<file path="src/rtl/sram_fifo_ctrl.sv">
// sram_fifo_ctrl: turns a 16x128 single-port SRAM with registered read data into a 128-deep FIFO.
// Ports:
//   clk, rst            clock; asynchronous active-low reset
//   wr_valid/wr_data/wr_ready   push interface
//   rd_valid/rd_data/rd_ready   pop interface (rd_data is a one-word output slot)
//   count/full/empty    words held in SRAM not yet launched for read; status flags
//   mem_inbits/mem_addr/mem_we/mem_re   registered SRAM controls
//   mem_outbits         SRAM registered read data
module sram_fifo_ctrl #(
    parameter int DW = 16,
    parameter int AW = 7
) (
    input  logic          clk,
    input  logic          rst,
    input  logic          wr_valid,
    input  logic [DW-1:0] wr_data,
    output logic          wr_ready,
    output logic          rd_valid,
    output logic [DW-1:0] rd_data,
    input  logic          rd_ready,
    output logic [AW:0]   count,
    output logic          full,
    output logic          empty,
    output logic [DW-1:0] mem_inbits,
    output logic [AW-1:0] mem_addr,
    output logic          mem_we,
    output logic          mem_re,
    input  logic [DW-1:0] mem_outbits
);
    typedef enum logic [1:0] {IDLE, RD_ISSUE, RD_DATA} state_t;

    localparam logic [AW:0] DEPTH = {1'b1, {AW{1'b0}}};

    state_t        state_q, state_d;
    logic [AW:0]   count_q, count_d;
    logic [AW-1:0] wr_ptr_q, wr_ptr_d, rd_ptr_q, rd_ptr_d;
    logic          rd_valid_q, rd_valid_d;
    logic [DW-1:0] rd_data_q, rd_data_d;
    logic          mem_we_q, mem_we_d, mem_re_q, mem_re_d;
    logic [AW-1:0] mem_addr_q, mem_addr_d;
    logic [DW-1:0] mem_inbits_q, mem_inbits_d;
    logic          launch, push;

    // A read launches only when the output slot will be free by the time data returns;
    // it wins the single SRAM port over a push at the same edge.
    assign launch   = (state_q == IDLE) & (count_q != '0) & (!rd_valid_q | rd_ready);
    assign full     = count_q == DEPTH;
    assign wr_ready = !full & !launch;
    assign push     = wr_valid & wr_ready;
    assign empty    = (count_q == '0) & (state_q == IDLE) & !rd_valid_q;

    always_comb begin
        state_d      = state_q;
        count_d      = count_q;
        wr_ptr_d     = wr_ptr_q;
        rd_ptr_d     = rd_ptr_q;
        rd_valid_d   = rd_valid_q;
        rd_data_d    = rd_data_q;
        mem_we_d     = 1'b0;
        mem_re_d     = 1'b0;
        mem_addr_d   = '0;
        mem_inbits_d = '0;
        state_d      = (state_q == IDLE) ? (launch ? RD_ISSUE : IDLE) :
                       (state_q == RD_ISSUE) ? RD_DATA : IDLE;
        count_d      = count_q + {{AW{1'b0}}, push} - {{AW{1'b0}}, launch};
        wr_ptr_d     = wr_ptr_q + AW'(push);
        rd_ptr_d     = rd_ptr_q + AW'(launch);
        // A capture in RD_DATA refills the slot even if it is being popped at this edge.
        rd_valid_d   = (state_q == RD_DATA) | (rd_valid_q & !rd_ready);
        rd_data_d    = (state_q == RD_DATA) ? mem_outbits : rd_data_q;
        mem_we_d     = push;
        mem_re_d     = launch;
        mem_addr_d   = launch ? rd_ptr_q : push ? wr_ptr_q : '0;
        mem_inbits_d = push ? wr_data : '0;
    end

    always_ff @(posedge clk or negedge rst) begin
        if (!rst) begin
            state_q      <= IDLE;
            count_q      <= '0;
            wr_ptr_q     <= '0;
            rd_ptr_q     <= '0;
            rd_valid_q   <= 1'b0;
            rd_data_q    <= '0;
            mem_we_q     <= 1'b0;
            mem_re_q     <= 1'b0;
            mem_addr_q   <= '0;
            mem_inbits_q <= '0;
        end else begin
            state_q      <= state_d;
            count_q      <= count_d;
            wr_ptr_q     <= wr_ptr_d;
            rd_ptr_q     <= rd_ptr_d;
            rd_valid_q   <= rd_valid_d;
            rd_data_q    <= rd_data_d;
            mem_we_q     <= mem_we_d;
            mem_re_q     <= mem_re_d;
            mem_addr_q   <= mem_addr_d;
            mem_inbits_q <= mem_inbits_d;
        end
    end

    assign count      = count_q;
    assign rd_valid   = rd_valid_q;
    assign rd_data    = rd_data_q;
    assign mem_we     = mem_we_q;
    assign mem_re     = mem_re_q;
    assign mem_addr   = mem_addr_q;
    assign mem_inbits = mem_inbits_q;
endmodule

</file>
<file path="config.mk">
export PLATFORM = sky130hd
export DESIGN_NAME = sram_fifo_ctrl
export DESIGN_NICKNAME = d
export VERILOG_FILES = /design/src/rtl/sram_fifo_ctrl.sv
export SDC_FILE = /design/constraint.sdc
export NUM_CORES = 1
export LEC_CHECK = 0
export ABC_AREA = 1
export CORE_MARGIN = 2
export CORE_UTILIZATION = 50
export CTS_CLUSTER_SIZE = 12
export DETAILED_ROUTE_END_ITERATION = 8
export HOLD_SLACK_MARGIN = 0.05
export PLACE_DENSITY = 0.85
export SLEW_MARGIN = 25
export SYNTH_ARGS = -nofsm -noshare
export SYNTH_HDL_FRONTEND = slang
export SYNTH_SLANG_ARGS = --single-unit
</file>
<file path="constraint.sdc">
create_clock -name clk -period 3.7 [get_ports clk]
set_clock_uncertainty 0.1 [all_clocks]
set_input_delay 0.555 -clock clk [delete_from_list [all_inputs] [get_ports clk]]
set_output_delay 0.555 -clock clk [all_outputs]
set_load 0.05 [all_outputs]
</file>
==> run_results.csv <==
group,metric,value,unit
run_status,status,"completed",
critical_path,path_buf_inv,4,
cts,clock-sinks,66,
cts,cts.reportedPaths.clkPinSlew,0.07,ns
detailed_routing,ant_nets,0,
layout,layout-drive-gt1-share,0.137,
yosys,synth_seq_cells,66,
cts,post_cts_buffers,0,
timing,relSlewSlack,0.505,
critical_path,path_cells,"inv_1, ha_1, nand2_1, inv_1, nand3_4, nand2_4, inv_2, nor2_1, clkdlybuf4s50_1",
floorplanning,initial_core_util,0.520,
placement,port_buffers,88,
critical_path,path_max_fanout,11,
global_route,grt_pass1_vias,2096,
cts,cts_resized,0,
placement,place_congestion,0.879,
timing,period_minus_slack,3.06,ns
detailed_routing,vias_per_cell,4.75,
placement,dpl.cell_count,420,
yosys,synth_area,2860,um2
placement,hpwl,4190,um
cts,htreeDepth,3,
global_route,grtUsageTotal,0.192,
yosys,synth-seq-area-share,0.577,
detailed_routing,drt_wl_total,5560,um
layout,regArea,1650,um2
critical_path,cp_common_cell,"inv_1",
detailed_routing,wl_per_cell,12.8,um
timing,worst_slew_pin_slew,0.742,ns
cts,ctsRootBufferMaster,"clkbuf_8",
layout,n_fill_cell,379,
timing,maxSlewViolCount,0,
critical_path,critical-path-top-delay-family,"buffers and inverters",
layout,multi_input_area,998,um2
yosys,yosysTopAreaCell,"dfrtp_1",
yosys,synth_cell_types,25,
cts,cts_buffers,9,
detailed_routing,drc,0,
layout,final_cells,436,
critical_path,worstPathRequired,3.04,ns
global_route,grt_max_degree,36,
yosys,syn_nets,314,
run,drv_cap,0,
detailed_routing,vias,2072,
yosys,syn_avg_cell_area,11.0,um2
timing,hold-worst-slack,0.180,ns
timing,fin_tns_setup,0,ns
timing,finalHoldViolCount,0,
floorplanning,io_pins,89,
cts,clk_path_buf_depth,2,
cts,hold_buffers,0,
yosys,netlist.area_leader.share,0.577,
layout,fin_nets,412,
critical_path,arrival,2.41,ns
cts,cts_tree,"done",
power_and_ir_drop,p_leak,2.00,nW
global_route,grt_first_pass_wirelength,9090,um
global_route,overflow,0,
critical_path,cp-end-kind,"primary output",
layout,diodes,0,
floorplanning,die-area,6340,um2
floorplanning,dieWidth,79.7,um
power_and_ir_drop,vdd.ir_drop.worst,0.000530,V
layout,areaGrowthSynthToFinish,40.5,%
critical_path,crit_slowest_cell,"clkdlybuf4s50_1",
floorplanning,coreArea,5510,um2
timing,setup_violations,0,
yosys,syn_inst,261,
layout,finalInstanceArea,4020,um2
yosys,ys_top_cells_by_area,"dfrtp_1 58%, ha_1 7.0%, inv_1 6.3%",
power_and_ir_drop,power_density,1050,nW/um2
floorplanning,rows,27,
detailed_routing,drt-pass1-iter-count,4,
cts,clkLatencyLatePin,0.34,ns
timing,rsz0062_at_grt,"no",
timing,period_share,0.827,
hold_path,hp-class,"in2async",
placement,dpl_cell_area,3810,um2
floorplanning,die_h,79.7,um
critical_path,worst_setup_path_start_kind,"flip-flop",
detailed_routing,drt_iter0_markers,86,
timing,fmax,327,MHz
global_route,antenna_found_initial,0,
critical_path,slowest_delay,0.81,ns
critical_path,critical_path_class,"reg2out",
yosys,yosysWarnings,0,
==> layout by cell type, fill, tap and decap left out, drive strengths merged, types with 4 or more instances in the layout <==
cell / instances
xnor2: 4
nor2: 28
inv: 49
nand2: 42
ha: 16
clkbuf: 12
a21oi: 4
dfrtp: 66
nand4: 7
clkdlybuf4s50: 87
nand3: 12
mux2: 16
xor2: 9
==> cell usage after synthesis <==
| cell | count |
|---|---|
| nand3_4 | 2 |
| nand3_2 | 1 |
| a21oi_1 | 4 |
| buf_2 | 1 |
| xnor2_1 | 4 |
| inv_1 | 48 |
| nand2_1 | 40 |
| nand2_4 | 1 |
| ha_1 | 16 |
| nand3b_1 | 1 |
| nor3_1 | 2 |
| nand4_1 | 7 |
| dfrtp_1 | 66 |
| xor2_1 | 9 |
| buf_4 | 1 |
| inv_2 | 1 |
| nor2_1 | 18 |
| nand3_1 | 9 |
| nand2_2 | 1 |
| fa_1 | 1 |
| nor2_4 | 2 |
| mux2_2 | 16 |
| buf_8 | 1 |
| o21ai_0 | 1 |
| nor2_2 | 8 |
==> state kept, by name, indices dropped and copies added (netlist names), 2 cells and up <==
register    flops
count           8
mem_addr        7
mem_inbits     16
rd_data        16
rd_ptr_q        7
state_q         2
wr_ptr_q        7
==> metal layers <==
layer	wire length, um	vias up	global-route usage
li1	-	1003	-
met1	2250	996	0.219
met2	2850	62	0.314
met3	347	11	0.0633
met4	118	0	0.112
met5	0	-	0
==> report_power, final <==
group          internal (mW)  leakage [nW]  switching, mW  total, mW
Clock                  0.347        0.0986          0.266      0.613
Sequential              1.04         0.816          0.189       1.23
Combinational          0.838          1.08           1.53       2.36
Total                   2.22          2.00           1.98       4.20
==> area by class of cell <==
type / count / share of cell area
clock buffer: 12 / 0.0386
clock inverter: 4 / 0.0124
inverter: 49 / 0.0458
multi-input combinational: 143 / 0.248
sequential: 66 / 0.411
tap: 72 / 0.0224
timing repair buffer: 90 / 0.222
==> stage by stage <==
| stage | util | total power [mW] | worst slack (ns) |
|---|---|---|---|
| finish | 0.730 | 4.20 | 0.639 |
| global route | 0.730 | 4.48 | 0.469 |
| CTS | 0.730 | 4.24 | 0.619 |
| detailed placement | 0.693 | 3.60 | 0.545 |
| global placement | 0.693 | 3.53 | 0.640 |
| floorplan | - | 2.89 | 0.829 |
==> cell families (layout without fill, tap and decap cells) <==
kind of cell | Yosys count | in the layout | synth area share
DFF | 66 | 66 | 0.577
buffers and inverters | 52 | 155 | 0.0739
muxes | 16 | 16 | 0.0630
adders and majority gates | 17 | 17 | 0.0770
xor gates and xnor gates | 13 | 13 | 0.0398
and+or+nand+nor | 92 | 92 | 0.160
AOI/OAI and AO/OA | 5 | 5 | 0.00874
==> worst paths after layout <==
path                            slack, ns                  start  depth (start not counted)                      to
worst max-delay path                 0.64     count[4]$_DFF_PN0_                          9                wr_ready
worst min-delay path                 0.18                    rst                          1      count[0]$_DFF_PN0_
min in group clk                     0.37  rd_ptr_q[6]$_DFF_PN0_                          1   rd_ptr_q[6]$_DFF_PN0_
worst min register to register       0.37  rd_ptr_q[6]$_DFF_PN0_                          1   rd_ptr_q[6]$_DFF_PN0_
worst max register to register       0.84     count[4]$_DFF_PN0_                         17      count[6]$_DFF_PN0_
max in group asynchronous            2.62                    rst                          2  rd_data[8]$_DFFE_PN0P_
==> worst register-to-register path, delay by kind of cell (launching register included) <==
kind	cells	cell delay [ns]
buffers and inverters	5	0.38
flip-flops	1	0.41
adder cells (fa/ha/maj)	4	1.10
AND/OR/NAND/NOR	8	0.83
(Power assumes the default switching activity.)
